**src/rtl/video_sync_pkg.sv**
```systemverilog
// Shared types and default raster timing for the video sync generator.
// Timing is described per axis as active/front-porch/sync/back-porch.
package video_sync_pkg;

    typedef struct packed {
        logic [15:0] active;
        logic [15:0] fp;
        logic [15:0] sync;
        logic [15:0] bp;
    } axis_timing_t;

    typedef enum logic [0:0] {
        IDLE = 1'b0,
        RUN  = 1'b1
    } sync_state_t;

    localparam axis_timing_t H_TIMING_DEFAULT = '{
        active: 16'd320, fp: 16'd8, sync: 16'd32, bp: 16'd24
    };
    localparam axis_timing_t V_TIMING_DEFAULT = '{
        active: 16'd240, fp: 16'd4, sync: 16'd4, bp: 16'd14
    };

    function automatic int unsigned total(input axis_timing_t t);
        return 32'(t.active) + 32'(t.fp) + 32'(t.sync) + 32'(t.bp);
    endfunction

endpackage

```
**src/rtl/video_sync_gen_axis_counter.sv**
```systemverilog
// One raster axis: wrapping position counter plus the blank/sync decode of
// the position it is about to take, so the parent can register flags in step.
module sync_axis_counter #(
    parameter int CW         = 10,
    parameter int LAST       = 383,
    parameter int ACTIVE     = 320,
    parameter int SYNC_START = 328,
    parameter int SYNC_END   = 360
) (
    input  logic          clk,
    input  logic          reset_n,
    input  logic          step,
    output logic [CW-1:0] count,
    output logic          last,
    output logic          blank,
    output logic          blank_nxt,
    output logic          sync_nxt
);

    localparam logic [CW-1:0] LAST_C       = CW'(LAST);
    localparam logic [CW-1:0] ACTIVE_C     = CW'(ACTIVE);
    localparam logic [CW-1:0] SYNC_START_C = CW'(SYNC_START);
    localparam logic [CW-1:0] SYNC_END_C   = CW'(SYNC_END);
    localparam logic [CW-1:0] ONE_C        = CW'(1);

    logic [CW-1:0] count_q;
    logic [CW-1:0] count_d;
    logic          blank_q;

    assign count = count_q;
    assign last  = (count_q == LAST_C);
    assign blank = blank_q;

    // Next position and the blank/sync decode of that next position
    always_comb begin
        count_d = count_q;
        if (step) begin
            if (last) begin
                count_d = '0;
            end else begin
                count_d = count_q + ONE_C;
            end
        end else begin
            count_d = count_q;
        end
        blank_nxt = (count_d >= ACTIVE_C);
        sync_nxt  = (count_d >= SYNC_START_C) && (count_d < SYNC_END_C);
    end

    // Position and blank registers; reset parks on the last position
    always_ff @(posedge clk or negedge reset_n) begin
        if (!reset_n) begin
            count_q <= LAST_C;
            blank_q <= 1'b1;
        end else begin
            count_q <= count_d;
            blank_q <= blank_nxt;
        end
    end

endmodule

```
**src/rtl/video_sync_gen.sv**
```systemverilog
// Programmable raster timing generator: run/stop FSM, H/V axis counters and
// registered sync/blank/de/pulse outputs, all aligned to the same position.
module video_sync_gen
    import video_sync_pkg::*;
#(
    parameter int H_ACTIVE = int'(H_TIMING_DEFAULT.active),
    parameter int H_FP     = int'(H_TIMING_DEFAULT.fp),
    parameter int H_SYNC   = int'(H_TIMING_DEFAULT.sync),
    parameter int H_BP     = int'(H_TIMING_DEFAULT.bp),
    parameter int V_ACTIVE = int'(V_TIMING_DEFAULT.active),
    parameter int V_FP     = int'(V_TIMING_DEFAULT.fp),
    parameter int V_SYNC   = int'(V_TIMING_DEFAULT.sync),
    parameter int V_BP     = int'(V_TIMING_DEFAULT.bp),
    parameter bit HS_POL   = 1'b0,
    parameter bit VS_POL   = 1'b0,
    parameter int CW       = 10
) (
    input  logic          clk,
    input  logic          reset_n,
    input  logic          ce_pix,
    input  logic          run,
    input  logic          hs_invert,
    input  logic          vs_invert,
    output logic [CW-1:0] hcount,
    output logic [CW-1:0] vcount,
    output logic          hsync,
    output logic          vsync,
    output logic          hblank,
    output logic          vblank,
    output logic          de,
    output logic          line_start,
    output logic          frame_start,
    output logic          busy
);

    localparam axis_timing_t H_T = '{
        active: 16'(H_ACTIVE), fp: 16'(H_FP), sync: 16'(H_SYNC), bp: 16'(H_BP)
    };
    localparam axis_timing_t V_T = '{
        active: 16'(V_ACTIVE), fp: 16'(V_FP), sync: 16'(V_SYNC), bp: 16'(V_BP)
    };
    localparam int H_TOTAL = int'(total(H_T));
    localparam int V_TOTAL = int'(total(V_T));

    if (H_FP < 1 || H_SYNC < 1 || H_BP < 1 || V_FP < 1 || V_SYNC < 1 || V_BP < 1 ||
        H_TOTAL > 2**CW || V_TOTAL > 2**CW) begin : g_bad_timing
        $fatal(1, "video_sync_gen: illegal raster timing parameters");
    end

    sync_state_t state_q, state_d;
    logic hs_pol_q, hs_pol_d, vs_pol_q, vs_pol_d;
    logic hsync_q, hsync_d, vsync_q, vsync_d, de_q, de_d;
    logic line_start_q, line_start_d, frame_start_q, frame_start_d;
    logic busy_q, busy_d;

    logic h_last_s, v_last_s, frame_end_s, h_step_s, v_step_s;
    logic h_blank_nxt_s, v_blank_nxt_s, h_sync_nxt_s, v_sync_nxt_s;

    // IDLE always sits on the frame end, so one rule covers start, run and stop
    assign frame_end_s = h_last_s & v_last_s;
    assign h_step_s    = ce_pix & (run | ~frame_end_s);
    assign v_step_s    = h_step_s & h_last_s;

    sync_axis_counter #(
        .CW(CW), .LAST(H_TOTAL - 1), .ACTIVE(H_ACTIVE),
        .SYNC_START(H_ACTIVE + H_FP), .SYNC_END(H_ACTIVE + H_FP + H_SYNC)
    ) u_h_axis (
        .clk(clk), .reset_n(reset_n), .step(h_step_s), .count(hcount),
        .last(h_last_s), .blank(hblank), .blank_nxt(h_blank_nxt_s), .sync_nxt(h_sync_nxt_s)
    );

    sync_axis_counter #(
        .CW(CW), .LAST(V_TOTAL - 1), .ACTIVE(V_ACTIVE),
        .SYNC_START(V_ACTIVE + V_FP), .SYNC_END(V_ACTIVE + V_FP + V_SYNC)
    ) u_v_axis (
        .clk(clk), .reset_n(reset_n), .step(v_step_s), .count(vcount),
        .last(v_last_s), .blank(vblank), .blank_nxt(v_blank_nxt_s), .sync_nxt(v_sync_nxt_s)
    );

    // Run/stop FSM, polarity latch at frame start, and next output values
    always_comb begin
        state_d       = state_q;
        hs_pol_d      = hs_pol_q;
        vs_pol_d      = vs_pol_q;
        line_start_d  = h_step_s & h_last_s;
        frame_start_d = h_step_s & frame_end_s;
        if (ce_pix && frame_end_s) begin
            state_d = run ? RUN : IDLE;
        end else begin
            state_d = state_q;
        end
        if (frame_start_d) begin
            hs_pol_d = HS_POL ^ hs_invert;
            vs_pol_d = VS_POL ^ vs_invert;
        end else begin
            hs_pol_d = hs_pol_q;
            vs_pol_d = vs_pol_q;
        end
        busy_d  = (state_d == RUN);
        hsync_d = h_sync_nxt_s ? hs_pol_d : ~hs_pol_d;
        vsync_d = v_sync_nxt_s ? vs_pol_d : ~vs_pol_d;
        de_d    = ~h_blank_nxt_s & ~v_blank_nxt_s;
    end

    // State and output registers
    always_ff @(posedge clk or negedge reset_n) begin
        if (!reset_n) begin
            state_q       <= IDLE;
            hs_pol_q      <= HS_POL;
            vs_pol_q      <= VS_POL;
            hsync_q       <= ~HS_POL;
            vsync_q       <= ~VS_POL;
            de_q          <= 1'b0;
            line_start_q  <= 1'b0;
            frame_start_q <= 1'b0;
            busy_q        <= 1'b0;
        end else begin
            state_q       <= state_d;
            hs_pol_q      <= hs_pol_d;
            vs_pol_q      <= vs_pol_d;
            hsync_q       <= hsync_d;
            vsync_q       <= vsync_d;
            de_q          <= de_d;
            line_start_q  <= line_start_d;
            frame_start_q <= frame_start_d;
            busy_q        <= busy_d;
        end
    end

    assign hsync       = hsync_q;
    assign vsync       = vsync_q;
    assign de          = de_q;
    assign line_start  = line_start_q;
    assign frame_start = frame_start_q;
    assign busy        = busy_q;

endmodule

```
**config.mk**
```make
export PLATFORM = sky130hd
export DESIGN_NAME = video_sync_gen
export DESIGN_NICKNAME = d
export VERILOG_FILES = /design/src/rtl/video_sync_pkg.sv /design/src/rtl/video_sync_gen_axis_counter.sv /design/src/rtl/video_sync_gen.sv
export SDC_FILE = /design/constraint.sdc
export NUM_CORES = 1
export LEC_CHECK = 0
export ABC_AREA = 1
export CORE_MARGIN = 2
export CORE_UTILIZATION = 44
export DETAILED_ROUTE_END_ITERATION = 6
export GPL_TIMING_DRIVEN = 1
export PLACE_DENSITY = 0.76
export SLEW_MARGIN = 40
export SYNTH_ARGS = -nofsm -noshare
export SYNTH_HDL_FRONTEND = slang
export SYNTH_SLANG_ARGS = --single-unit
export TNS_END_PERCENT = 5
```
**constraint.sdc**
```tcl
create_clock -name clk -period 2.15 [get_ports clk]
set_input_delay 0.215 -clock clk [delete_from_list [all_inputs] [get_ports clk]]
set_output_delay 0.215 -clock clk [all_outputs]
set_load 0.005 [all_outputs]
```
==> reports/metrics.cfg <==
[sta]
maxSlewViolCount = 0
slew_headroom_pct = 72.0
finalSetupViolations = 0
tightest_slew_ns = 0.416
max_clock_freq_ghz = 0.469
fin_tns_setup_ns = 0
rsz0062_at_grt = true
skew_ns = 0.00619
period_share_pct = 99.1
final-hold-violation-count = 0
hold_slack_ns = 0.311
period_needed_ns = 2.13

[routing]
remaining_drc_errors = 0
via_per_inst = 5.05
vias = 1852
ant_nets = 0
drt-total-wl_um = 4500
wl_per_cell_um = 12.3
first_pass_iters = 4
drt_iter0_markers = 93

[synthesis]
ys_ff_latch = 30
synth_top_family_by_area = simple AND/OR/NAND/NOR gates
avgSynthCellArea_um2 = 7.32
synth.distinct_cells = 33
yosysSeqAreaShare_pct = 40.9
synth_top_cells_by_area = dfstp_2, dfrtp_1, nand2_1, inv_1, nor2_1
synth-xor-area-share_pct = 3.73
syn_inst = 257
synth-warning-count = 0
yosys.area_share.simple_pct = 39.3
yosys.area.top_type = dfstp_2
synth_adder_area_share_pct = 2.00
synth_compound_area_share_pct = 5.06
synth_top_area_share_pct = 21.0
muxShareOfSynthArea_pct = 0.532
syn-cell-area_um2 = 1880
synth_nets = 266

[global_route]
grt_pass1_wl_um = 7380
grt_busiest_layer = met2
antenna_found_initial = 0
grt_max_degree = 31
overflow = 0
grt_use_met3_pct = 4.07
grt_pass1_vias = 1700
grt_use_met2_pct = 31.1
met1_usage_pct = 24.1
grt.total_usage_pct = 19.0

[critical_path]
startpoint_type = flop
worstPathArrival_ns = 2.35
crit_family = simple AND/OR/NAND/NOR gates
cp_data_required_time_ns = 2.37
worstPathMaxFanout = 8
critPathKind = flop to flop
path_cells = ha_4 -> nand2_4 -> nor2_4 -> nand2_4 -> nor2_4 -> nand3_4 -> nand2_8 -> buf_6 -> nand2_2 -> nand2_2 -> nor2_2 -> nand2_1 -> inv_1 -> nor2_1 -> nand4_1 -> nand2_1
max_stage_delay_ns = 0.56
worst-path-buf-inv = 2
end_kind = flop
cp_slowest_cell = dfstp_2

[pwr]
p_leak_nw = 1.23
p_per_area_nw_per_um2 = 656
vdd_ir_drop_max_mv = 0.618

[worst_hold_path]
hold_path_class = primary input to async pin

[finish]
drive_gt1_share_pct = 26.2
post-route-util_pct = 64.1
diodes = 0
final_net_count = 325
syn2layout_area_growth_pct = 38.4

[clock_tree]
ctsRootBufferMaster = clkbuf_8
cts_tree = yes
cts_made_buffers = 5
cts.sinks = 30
clk_path_buf_depth = 2
cts_max_level = 2
path_clk_slew_ns = 0.06
ctsHoldBuffers = 0
clk_latency_ns = 0.28

[flow_run]
cap_violations = 0

[floorplan]
die_w_um = 69.4
coreArea_um2 = 4060
die_y_um = 69.4
row_count = 23
die-area_um2 = 4810
initial_core_util_pct = 46.3
io_pins = 34

[placed_design]
globalplace.congestion = 0.920
port-buffer-count = 33
place_hpwl_um = 3180

[outcome]
status = finished clean

==> stage by stage <==
step           area, µm²  power, mW  std cells  worst slack, ns
2_1_floorplan       1880      0.977        257            0.108
3_3_place_gp        2350       1.20        350           0.0574
3_5_place_dp        2350       1.20        350          -0.0206
4_1_cts             2470       1.64        362           0.0255
5_1_grt             2600       1.81        367           -0.118
6_report            2600       1.71        367           0.0196
==> cell usage after synthesis <==
library cell	instances
a21oi_2	1
nor2_4	2
dfrtp_1	15
buf_6	2
xnor2_1	3
o22ai_1	1
inv_2	2
nand2_2	7
nand3_2	1
nand2_4	2
o21ai_0	6
or2_2	1
xor2_1	5
ha_1	3
nand3_1	18
nor2_1	28
buf_2	1
nand3_4	1
o21bai_1	1
nor3_1	1
mux2i_1	1
o21ai_1	1
o21ai_2	2
nand4_1	7
buf_1	1
inv_1	32
nor2_2	5
a21oi_1	1
o211ai_1	1
dfstp_2	15
nand2_1	87
o31ai_1	1
nand3b_1	2
==> power by group <==
group          internal (mW)  switching, mW
sequential             0.664         0.0897
clock                  0.229          0.198
combinational          0.268          0.257
==> registers in the layout, indices dropped and copies added (netlist names) <==
register	flops
u_h_axis.blank	1
de	1
hs_pol_q	1
u_h_axis.count	10
hsync	1
vs_pol_q	1
frame_start	1
u_v_axis.blank	1
line_start	1
u_v_axis.count	10
state_q	1
vsync	1
==> kinds of logic (layout without fill, tap and decap cells) <==
kind of cell | after synthesis | in the layout
AO/OA/AOI/OAI | 15 | 15
adder cells (fa/ha/maj) | 3 | 3
XOR/XNOR | 8 | 8
multiplexers | 1 | 1
AND/OR/NAND/NOR | 162 | 162
flip-flops | 30 | 30
buffers and inverters | 38 | 98
==> what timing repair did <==
| item | in CTS | in global routing |
|---|---|---|
| gates resized for setup | 2 | 28 |
| pin swaps | 0 | 17 |
| setup buffers | 4 | 5 |
| endpoints found under the setup margin | 2 | 4 |
==> cell usage in the layout, fill, tap and decap left out, types with 3 or more instances in the layout <==
cell | Yosys | final
xor2_1 | 5 | 5
clkdlybuf4s50_1 | 0 | 33
nand2_1 | 87 | 79
clkbuf_8 | 0 | 5
nor2_4 | 2 | 5
nor2_2 | 5 | 4
o21ai_0 | 6 | 5
nor2_1 | 28 | 26
xnor2_1 | 3 | 3
clkbuf_1 | 0 | 3
nand2_4 | 2 | 5
o21ai_2 | 2 | 3
nand3_1 | 18 | 17
nand2_2 | 7 | 11
dfstp_2 | 15 | 15
buf_4 | 0 | 21
inv_1 | 32 | 30
inv_2 | 2 | 3
dfrtp_1 | 15 | 15
nand4_1 | 7 | 7
==> final cells by class <==
| class | instances | area, µm² |
|---|---|---|
| multi-input combinational | 189 | 1050 |
| fill | 382 | 1460 |
| sequential | 30 | 769 |
| tap | 50 | 62.6 |
| clock buffer | 8 | 80.1 |
| timing repair buffer | 56 | 510 |
| inverter | 34 | 133 |
==> per-layer routing <==
layer  share of wire (%)  vias up
met5                   0        -
met2                  49       60
met3                 6.0        8
met4                 1.6        0
met1                  43      860
li1                    -      924
==> final timing paths <==
kind / from / endpoint / slack, ns / cells past startpoint
max: u_h_axis.count[1] / hsync / 0.02 / 16
min: reset_n / u_h_axis.count[7] / 0.31 / 2
max reg2reg: u_h_axis.count[1] / hsync / 0.02 / 16
min reg2reg: state_q / state_q / 0.49 / 2
max in group asynchronous: reset_n / u_h_axis.count[0] / 1.52 / 2
min in group clk: state_q / state_q / 0.49 / 2
Note: power is estimated with default switching activity, not from simulation.
